**config.mk**
```make
export PLATFORM = sky130hd
export DESIGN_NAME = cont_bcd_2dig_flat
export DESIGN_NICKNAME = d
export VERILOG_FILES = /design/src/rtl/cont_bcd_2dig_pkg.sv /design/src/rtl/cont_bcd_2dig_if.sv /design/src/rtl/cont_bcd_2dig_digit.sv /design/src/rtl/cont_bcd_2dig.sv /design/src/flat_wrapper.sv
export SDC_FILE = /design/constraint.sdc
export NUM_CORES = 1
export LEC_CHECK = 0
export ABC_AREA = 1
export BUFFER_PORTS_ARGS = -buffer_cell sky130_fd_sc_hd__clkbuf_2
export CORE_MARGIN = 2
export CORE_UTILIZATION = 45
export DETAILED_ROUTE_END_ITERATION = 6
export GPL_ROUTABILITY_DRIVEN = 0
export PLACE_DENSITY = 0.71
export SLEW_MARGIN = 20
export SYNTH_ARGS = -nofsm -noshare
export SYNTH_HDL_FRONTEND = slang
export SYNTH_SLANG_ARGS = --single-unit
```
**constraint.sdc**
```tcl
create_clock -name clk -period 2.29 [get_ports clk]
set_clock_uncertainty 0.15 [all_clocks]
set_input_delay 0.229 -clock clk [delete_from_list [all_inputs] [get_ports clk]]
set_output_delay 0.229 -clock clk [all_outputs]
set_load 0.02 [all_outputs]
```
**src/rtl/cont_bcd_2dig_pkg.sv**
```systemverilog
// Shared types, constants and load validation for the two-digit BCD counter.
// Optional feature macro: CONT_BCD_DOWN_EN (bidirectional counting).
package cont_bcd_pkg;

   typedef logic [3:0] bcd_digit_t;

   localparam int BCD_MAX = 9;
   localparam int MOD_DEFAULT = 60;
   localparam bcd_digit_t DIGIT_MAX = bcd_digit_t'(BCD_MAX);

   // A load is accepted only if both digits are decimal and the value is below the modulus.
   function automatic logic load_valid(input bcd_digit_t tens, input bcd_digit_t units,
                                       input int modulus);
      int value;
      value = int'(tens) * 10 + int'(units);
      return (int'(tens) <= BCD_MAX) && (int'(units) <= BCD_MAX) && (value < modulus);
   endfunction

endpackage

```
**src/rtl/cont_bcd_2dig_if.sv**
```systemverilog
// Control/data bundle between a counter driver and cont_bcd_2dig.
// Optional feature macro: CONT_BCD_DOWN_EN adds up_dn.
interface cont_bcd_2dig_if;
   import cont_bcd_pkg::*;

   logic       enable;
   logic       clear;
   logic       load;
   bcd_digit_t din_u;
   bcd_digit_t din_d;
`ifdef CONT_BCD_DOWN_EN
   logic       up_dn;
`endif
   bcd_digit_t unidades;
   bcd_digit_t decenas;
   logic       TC;
   logic       ovf;

`ifdef CONT_BCD_DOWN_EN
   modport master (output enable, clear, load, din_u, din_d, up_dn,
                   input  unidades, decenas, TC, ovf);
   modport slave  (input  enable, clear, load, din_u, din_d, up_dn,
                   output unidades, decenas, TC, ovf);
`else
   modport master (output enable, clear, load, din_u, din_d,
                   input  unidades, decenas, TC, ovf);
   modport slave  (input  enable, clear, load, din_u, din_d,
                   output unidades, decenas, TC, ovf);
`endif

endinterface

```
**src/rtl/cont_bcd_2dig_digit.sv**
```systemverilog
// Single decade cell: one BCD digit with carry/borrow out, sync clear and load.
// Optional feature macro: CONT_BCD_DOWN_EN adds the up input and decrement path.
module bcd_digit
   import cont_bcd_pkg::*;
(
   input  logic       clk,
   input  logic       reset,
   input  logic       enable,
`ifdef CONT_BCD_DOWN_EN
   input  logic       up,
`endif
   input  logic       clear,
   input  logic       load,
   input  bcd_digit_t din,
   output bcd_digit_t digit,
   output logic       carry_out
);

   bcd_digit_t next_digit;

   always_comb begin
      next_digit = digit;
`ifdef CONT_BCD_DOWN_EN
      if (up)
         next_digit = (digit == DIGIT_MAX) ? '0 : digit + 4'd1;
      else
         next_digit = (digit == '0) ? DIGIT_MAX : digit - 4'd1;
`else
      next_digit = (digit == DIGIT_MAX) ? '0 : digit + 4'd1;
`endif
   end

   // Carry (or borrow) fires when this decade rolls over, so the next decade steps too.
`ifdef CONT_BCD_DOWN_EN
   assign carry_out = enable & (up ? (digit == DIGIT_MAX) : (digit == '0));
`else
   assign carry_out = enable & (digit == DIGIT_MAX);
`endif

   always_ff @(posedge clk) begin
      if (reset)
         digit <= '0;
      else if (clear)
         digit <= '0;
      else if (load)
         digit <= din;
      else if (enable)
         digit <= next_digit;
   end

endmodule

```
**src/rtl/cont_bcd_2dig.sv**
```systemverilog
// Two-digit BCD modulo-MOD counter (MOD 2..100) with terminal count and sticky wrap flag.
// Optional feature macro: CONT_BCD_DOWN_EN enables up_dn and down counting.
module cont_bcd_2dig
   import cont_bcd_pkg::*;
#(
   parameter int MOD = MOD_DEFAULT
) (
   input  logic           clk,
   input  logic           reset,
   cont_bcd_2dig_if.slave bus
);

   localparam bcd_digit_t LAST_UNITS = bcd_digit_t'((MOD - 1) % 10);
   localparam bcd_digit_t LAST_TENS  = bcd_digit_t'((MOD - 1) / 10);
   localparam bit FULL_DECADES = (MOD == 100);

   bcd_digit_t units;
   bcd_digit_t tens;
   bcd_digit_t units_din;
   bcd_digit_t tens_din;
   logic       units_carry;
   logic       tens_carry;
   logic       at_last;
   logic       terminal;
   logic       count_en;
   logic       load_ok;
   logic       wrap;
   logic       digit_clear;
   logic       digit_load;
   logic       ovf_q;

   assign at_last  = (units == LAST_UNITS) && (tens == LAST_TENS);
   assign count_en = bus.enable & ~bus.clear & ~bus.load;
   assign load_ok  = bus.load & load_valid(bus.din_d, bus.din_u, MOD);

   // At MOD=100 the natural tens carry is the wrap; otherwise detect MOD-1 explicitly.
`ifdef CONT_BCD_DOWN_EN
   logic dir_up;
   logic at_zero;

   assign dir_up      = bus.up_dn;
   assign at_zero     = (units == '0) && (tens == '0);
   assign terminal    = dir_up ? at_last : at_zero;
   assign wrap        = dir_up ? (FULL_DECADES ? tens_carry : (count_en & at_last))
                               : tens_carry;
   assign digit_clear = bus.clear | (wrap & dir_up);
   assign digit_load  = load_ok | (wrap & ~dir_up);
   assign units_din   = bus.load ? bus.din_u : LAST_UNITS;
   assign tens_din    = bus.load ? bus.din_d : LAST_TENS;
`else
   assign terminal    = at_last;
   assign wrap        = FULL_DECADES ? tens_carry : (count_en & at_last);
   assign digit_clear = bus.clear | wrap;
   assign digit_load  = load_ok;
   assign units_din   = bus.din_u;
   assign tens_din    = bus.din_d;
`endif

   bcd_digit u_units (
      .clk       (clk),
      .reset     (reset),
      .enable    (count_en),
`ifdef CONT_BCD_DOWN_EN
      .up        (dir_up),
`endif
      .clear     (digit_clear),
      .load      (digit_load),
      .din       (units_din),
      .digit     (units),
      .carry_out (units_carry)
   );

   bcd_digit u_tens (
      .clk       (clk),
      .reset     (reset),
      .enable    (units_carry),
`ifdef CONT_BCD_DOWN_EN
      .up        (dir_up),
`endif
      .clear     (digit_clear),
      .load      (digit_load),
      .din       (tens_din),
      .digit     (tens),
      .carry_out (tens_carry)
   );

   // Sticky until reset/clear; loads never touch it.
   always_ff @(posedge clk) begin
      if (reset || bus.clear)
         ovf_q <= 1'b0;
      else if (wrap)
         ovf_q <= 1'b1;
   end

   assign bus.unidades = units;
   assign bus.decenas  = tens;
   assign bus.TC       = bus.enable & terminal;
   assign bus.ovf      = ovf_q;

endmodule

```
**src/flat_wrapper.sv**
```systemverilog
// flat-port wrapper written by rule: the top's interface ports become plain ports
module cont_bcd_2dig_flat import cont_bcd_pkg::*;
#(
   parameter int MOD = MOD_DEFAULT
)
  (clk, reset, bus_enable, bus_clear, bus_load, bus_din_u, bus_din_d, bus_unidades, bus_decenas, bus_TC, bus_ovf);
  cont_bcd_2dig_if bus_i ();
  input  logic clk;
  input  logic reset;
  input wire logic [$bits(bus_i.enable)-1:0] bus_enable;
  input wire logic [$bits(bus_i.clear)-1:0] bus_clear;
  input wire logic [$bits(bus_i.load)-1:0] bus_load;
  input wire logic [$bits(bus_i.din_u)-1:0] bus_din_u;
  input wire logic [$bits(bus_i.din_d)-1:0] bus_din_d;
  output wire logic [$bits(bus_i.unidades)-1:0] bus_unidades;
  output wire logic [$bits(bus_i.decenas)-1:0] bus_decenas;
  output wire logic [$bits(bus_i.TC)-1:0] bus_TC;
  output wire logic [$bits(bus_i.ovf)-1:0] bus_ovf;
  assign bus_i.enable = bus_enable;
  assign bus_i.clear = bus_clear;
  assign bus_i.load = bus_load;
  assign bus_i.din_u = bus_din_u;
  assign bus_i.din_d = bus_din_d;
  assign bus_unidades = bus_i.unidades;
  assign bus_decenas = bus_i.decenas;
  assign bus_TC = bus_i.TC;
  assign bus_ovf = bus_i.ovf;
  cont_bcd_2dig #(.MOD(MOD)) u_core (.clk(clk), .reset(reset), .bus(bus_i));
endmodule
```
* After elaboration in Yosys (flattened, before gate mapping)
Index checks and enable logic that the tools add are counted.
** Word-level totals
- Register bits after elaboration :: 9
- Word-level logic and storage cells :: 35
** Operators by class
- $add $sub $neg :: 3
- $mul :: 1
- Order comparisons :: 3
- Eq/ne operators :: 3
- Muxes and demuxes :: 6
- Bitwise logic cells :: 9
- Reduce and logical (&&, ||, !) cells :: 7
** Operator list (count)
- adder 32 x 5 -> 32 bit :: 1
- < comparator 32 x 7 -> 1 bit (second input constant) :: 1
- 2-to-1 mux 4 bit :: 6
- adder 4 x 1 -> 4 bit (second input constant) :: 2
- == test 4 bit (second input constant) :: 2
- less-or-equal comparator 4 bit (second input constant) :: 2
- multiplier 4 x 3 -> 7 bit (second input constant) :: 1
- bitwise AND 1 bit :: 6
- == test 4 x 3 -> 1 bit (second input constant) :: 1
- nonzero test 2 bit :: 2
- logical AND 1 bit :: 3
- inverter 1 bit :: 2
- OR reduction 2 bit :: 1
- logical OR 1 bit :: 1
- OR 1 bit :: 1

* Logic depth before layout (Yosys ltp)
- Word-level depth :: 6
- Mapped depth :: 15
- Depth with buffers taken out :: 14

* Hierarchy
From an unflattened synthesis, not the netlist that was laid out.
** Second synthesis, totals
- Cells, all modules :: 153
- Area total of the unflattened synthesis :: 996.0 um^2
** By module, submodules not included
- bcd_digit :: times used 2, cells each 40, area an instance 284.0 um^2, seq. area each 80.1 um^2
- cont_bcd_2dig :: times used 1, cells each 73, area an instance 427.9 um^2, seq. area each 20.0 um^2

* Worst setup path after synthesis
OpenSTA, ideal clock, no wires.
- Kind :: input -> register
- Start point :: input bus_din_d[1]
- End point :: register u_core.u_units.digit[3]
- Setup time :: 0.071 ns
- Arrival time :: 2.062 ns
- Data required time :: 2.069 ns
- Path slack :: 0.007 ns
- Stages on the path :: 14
- Path buffers :: 1
- Path through :: ha_1 > ha_1 > fa_1 > nand2_1 > nor2_1 > nand3_1 > nand2_1 > inv_2 > nor2_8 > nand2_4 > buf_6 > nand2_1 > nand2_1 > a21oi_1
** On the way
- Word-level cells in the longest chain between the ends :: 6
- Elaborated cells between the ends (all ways) :: 9
** RTL lines
- from (decl) :: RTL line flat_wrapper.sv:14 : input wire logic [$bits(bus_i.din_d)-1:0] bus_din_d;
- multiplier 4 x 3 -> 7 bit :: RTL line cont_bcd_2dig_pkg.sv:15 : value = int'(tens) * 10 + int'(units);
- adder 32 x 5 -> 32 bit :: RTL line cont_bcd_2dig_pkg.sv:15
- < comparator 32 x 7 -> 1 bit :: RTL line cont_bcd_2dig_pkg.sv:16 : return (int'(tens) <= BCD_MAX) && (int'(units) <= BCD_MAX) && (value < modulus);
- logical AND 1 bit (*) :: RTL line cont_bcd_2dig_pkg.sv:16
- bitwise AND 1 bit (*) :: RTL line cont_bcd_2dig.sv:34 : assign load_ok = bus.load & load_valid(bus.din_d, bus.din_u, MOD);
- 2-to-1 mux 4 bit / nonzero test 2 bit (equally long branches)
- to (signal assigned) :: RTL line cont_bcd_2dig_digit.sv:46 : digit <= din;
- to (signal assigned) :: RTL line cont_bcd_2dig_digit.sv:48 : digit <= next_digit;
- to (decl) :: RTL line cont_bcd_2dig_digit.sv:15 : output bcd_digit_t digit,
Every way passes the cells marked *; elsewhere a longest branch is shown, timed or not.
A chain may end at the register's enable or synchronous reset.

* Worst setup path after layout
Ends and elaborated chain as after synthesis.

==> impl_results.md <==
* GRT Residual Overflow at 0
* Port bufs at 22
* Iter 0 DRT Violations at 14
* Minimum clock period at 2.125 ns
* Vias in the first global route at 940
* Register-to-register setup slack at 0.65 ns
* R2R depth at 6
* Hold-fix buffers, CTS at 0
* Setup crit start kind: input port
* Crit-path slowest cell: fa_2
* Crit end category: register
* Most common cell after layout, fill and taps aside: nand2_1
* First-pass GRT wire length at 3.546 mm
* Clk Latency, worst-skew pair at 0.26 ns
* Die area at 2406 µm²
* Unique masters post-synth at 27
* Worst slew pin tran at 0.3141 ns
* Area of the multi-input gates at 699.4 µm²
* CTS tree: done
* Vias per cell at 5.080
* CP Data Arrival Time at 2.16 ns
* Post-Syn Area at 913.4 µm²
* DR WL/cell at 11.37 µm
* Syn-to-layout area delta at 27.67%
* Status: finished, final reports clean
* Storage element area at 180.2 µm²
* Vias at 1016
* FF-to-FF End: u_core.u_tens.digit[0]$_SDFFE_PP0P_
* Fmax at 0.4707 GHz
* Final Hold Fails at 0
* Layout cell share with drive strength beyond 1 at 0.2717
* Global-route usage over all layers at 0.1900
* Overall power after layout at 0.0004537 W
* Initial core utilization at 0.4704
* # nets final at 195
* Non-filler instance count after layout at 200
* Post-synthesis adder-cell area fraction at 0.1260
* Antenna diodes at 0
* Final worst-path cycle share at 0.9278
* Synth Area in Compound Gates at 0.09589
* Worst R2R Start: u_core.u_units.digit[2]$_SDFFE_PP0P_
* Largest net degree at the start of global routing at 16
* Die height at 49.05 µm
* Number of synthesized flops with an enable pin at 0
* Slowest stage delay, CP at 0.52 ns
* CP most frequent cell: nand2_1
* RSZ-0062 raised after global routing: no
* Main synth FF type: dfxtp_1
* Worst hold path type: input port to register
* Setup Viol. Count Final at 0
* Synthesis-stage register bit count at 9
* Final core occ at 0.6005
* CP Max Fanout at 8
* Net Count, Synth at 163
* Placed Cells at 194
* Slew Limit Fails at 0
* # DRC at 0
* Post-CTS setup buffer count at 0
* Max_slew headroom at 0.7901
* DP HPWL at 1.744 mm
* Clock buffer depth at 2
* WHS at 0.06946 ns
* Asr flop ratio synth at 0
* Cell Chain, Critical Path: clkbuf_2, ha_4, ha_2, fa_2, nand2_1, nor2_1, nand3_1, nand2_1, inv_2, nor2_8, nand2_8, nand2_1, nand2_1, a21oi_2
* Worst-path clk slew at 0.06 ns
* Number of max-cap violations at 0
* Synthesized area per cell at 6.432 µm²
* Placed Area at 1076 µm²
* Hold path depth at 3
* Xor/xnor share of the synthesized area at 0.02877
* Leak at 0.5768 nW
* Fill cells at 202
* Site Rows at 16
* Clk root buf: clkbuf_4
* Hold Crit Start: reset
* CTS buffer count at 3
* Clk sinks at 9
* Die Wd at 49.05 µm
* Crit Path Class: input port to register
* Area of the core at 1942 µm²
* Total wire length at 2.273 mm
* H-Tree Depth at 1
* Mux contribution to synthesized area at 0
* Mapped Cells at 142
* Ys Warns at 0
* Remaining antenna violation count after routing at 0
* Sequential-to-total area share from yosys stat at 0.1973
* Antenna violations before repair at 0
* Number of I/O pins at 23
* Most frequent cells in the layout: 39 x nand2_1, 22 x clkbuf_2, 21 x nand3_1
* Peak supply drop at 0.0001872 V
* Largest family of logic cells by synthesized area: simple AND/OR/NAND/NOR gates
* Simple-gate portion of the synthesized area at 0.4452
* Pwr Density at 389.1 nW/µm²
* Hold Path Sink: u_core.bus.ovf$_SDFFE_PP0P_
* Worst EP required at 2.33 ns
* Router iterations before antenna repair at 4
* Finished Cell Area at 1166 µm²
[worst max-delay path, delay by kind of cell]
family / cells / cell delay (ns)
adder cells (fa/ha/maj): 3 / 0.93
buffers and inverters: 2 / 0.18
AND/OR/NAND/NOR: 8 / 0.70
AO/OA/AOI/OAI: 1 / 0.11
[worst max-delay path by stage]
stage / slack, ns / cells after the start / startpoint / endpoint
floorplan: 0.007 / 14 / bus_din_d[1] / u_core.u_units.digit[3]$_SDFFE_PP0P_
global placement: -0.10 / 14 / bus_din_d[1] / u_core.u_units.digit[1]$_SDFFE_PP0P_
detailed placement: -0.17 / 13 / bus_din_d[1] / u_core.u_units.digit[0]$_SDFFE_PP0P_
CTS: 0.09 / 14 / bus_din_d[1] / u_core.u_units.digit[3]$_SDFFE_PP0P_
global route: 0.03 / 14 / bus_din_d[1] / u_core.u_units.digit[2]$_SDFFE_PP0P_
finish: 0.17 / 14 / bus_din_d[1] / u_core.u_units.digit[3]$_SDFFE_PP0P_
[cell families after synthesis]
kind of cell               count (synthesis)
xor gates and xnor gates                   3
DFF                                        9
and+or+nand+nor                           83
adders and majority gates                  8
buffers and inverters                     24
AOI/OAI and AO/OA                         15
[repair_timing]
item,in CTS,in global routing
endpoints found under the hold margin,0,0
gates resized for setup,0,7
setup endpoints to repair,0,7
[cells in the mapped netlist (2+ instances only)]
cell	count	area share
a21oi_1	8	0.044
ha_1	6	0.082
o21ai_0	2	0.011
nor3_1	2	0.011
nor2_1	10	0.041
inv_2	4	0.016
inv_1	19	0.078
nand4_1	3	0.021
xor2_1	2	0.019
nand3_1	21	0.12
dfxtp_1	9	0.20
fa_1	2	0.044
nand2_1	39	0.16
a21boi_1	2	0.016
[metrics by stage]
step                      TNS, ns  setup WS [ns]
final                           0         0.1653
after global routing            0        0.03243
after CTS                       0        0.09108
after detailed placement   -1.292        -0.1741
after global placement    -0.7249        -0.1033
after floorplan                 0       0.007386
[flip-flops by register name (all words and copies together), names as in the netlist]
signal                flops
u_core.u_tens.digit       4
u_core.u_units.digit      4
u_core.bus.ovf            1
[where the power goes]
part | switching [W] | internal [W]
registers | 0.00000578 | 0.000161
logic | 0.000102 | 0.0000628
clock network | 0.0000556 | 0.0000672
[per-layer routing]
layer / routed length (µm) / part of all wire / track usage / up-vias
li1: - / - / - / 523
met1: 923 / 0.41 / 0.2072 / 453
met2: 1214 / 0.53 / 0.3562 / 36
met3: 99 / 0.044 / 0.03067 / 4
met4: 36 / 0.016 / 0.08571 / 0
met5: 0 / 0 / 0 / -
[cell type report]
type | instances | area share
multi-input combinational | 111 | 0.5998
timing repair buffer | 26 | 0.1202
sequential | 9 | 0.1545
inverter | 23 | 0.07403
tap | 27 | 0.02897
clock buffer | 4 | 0.02253
(Power assumes the default switching activity.)
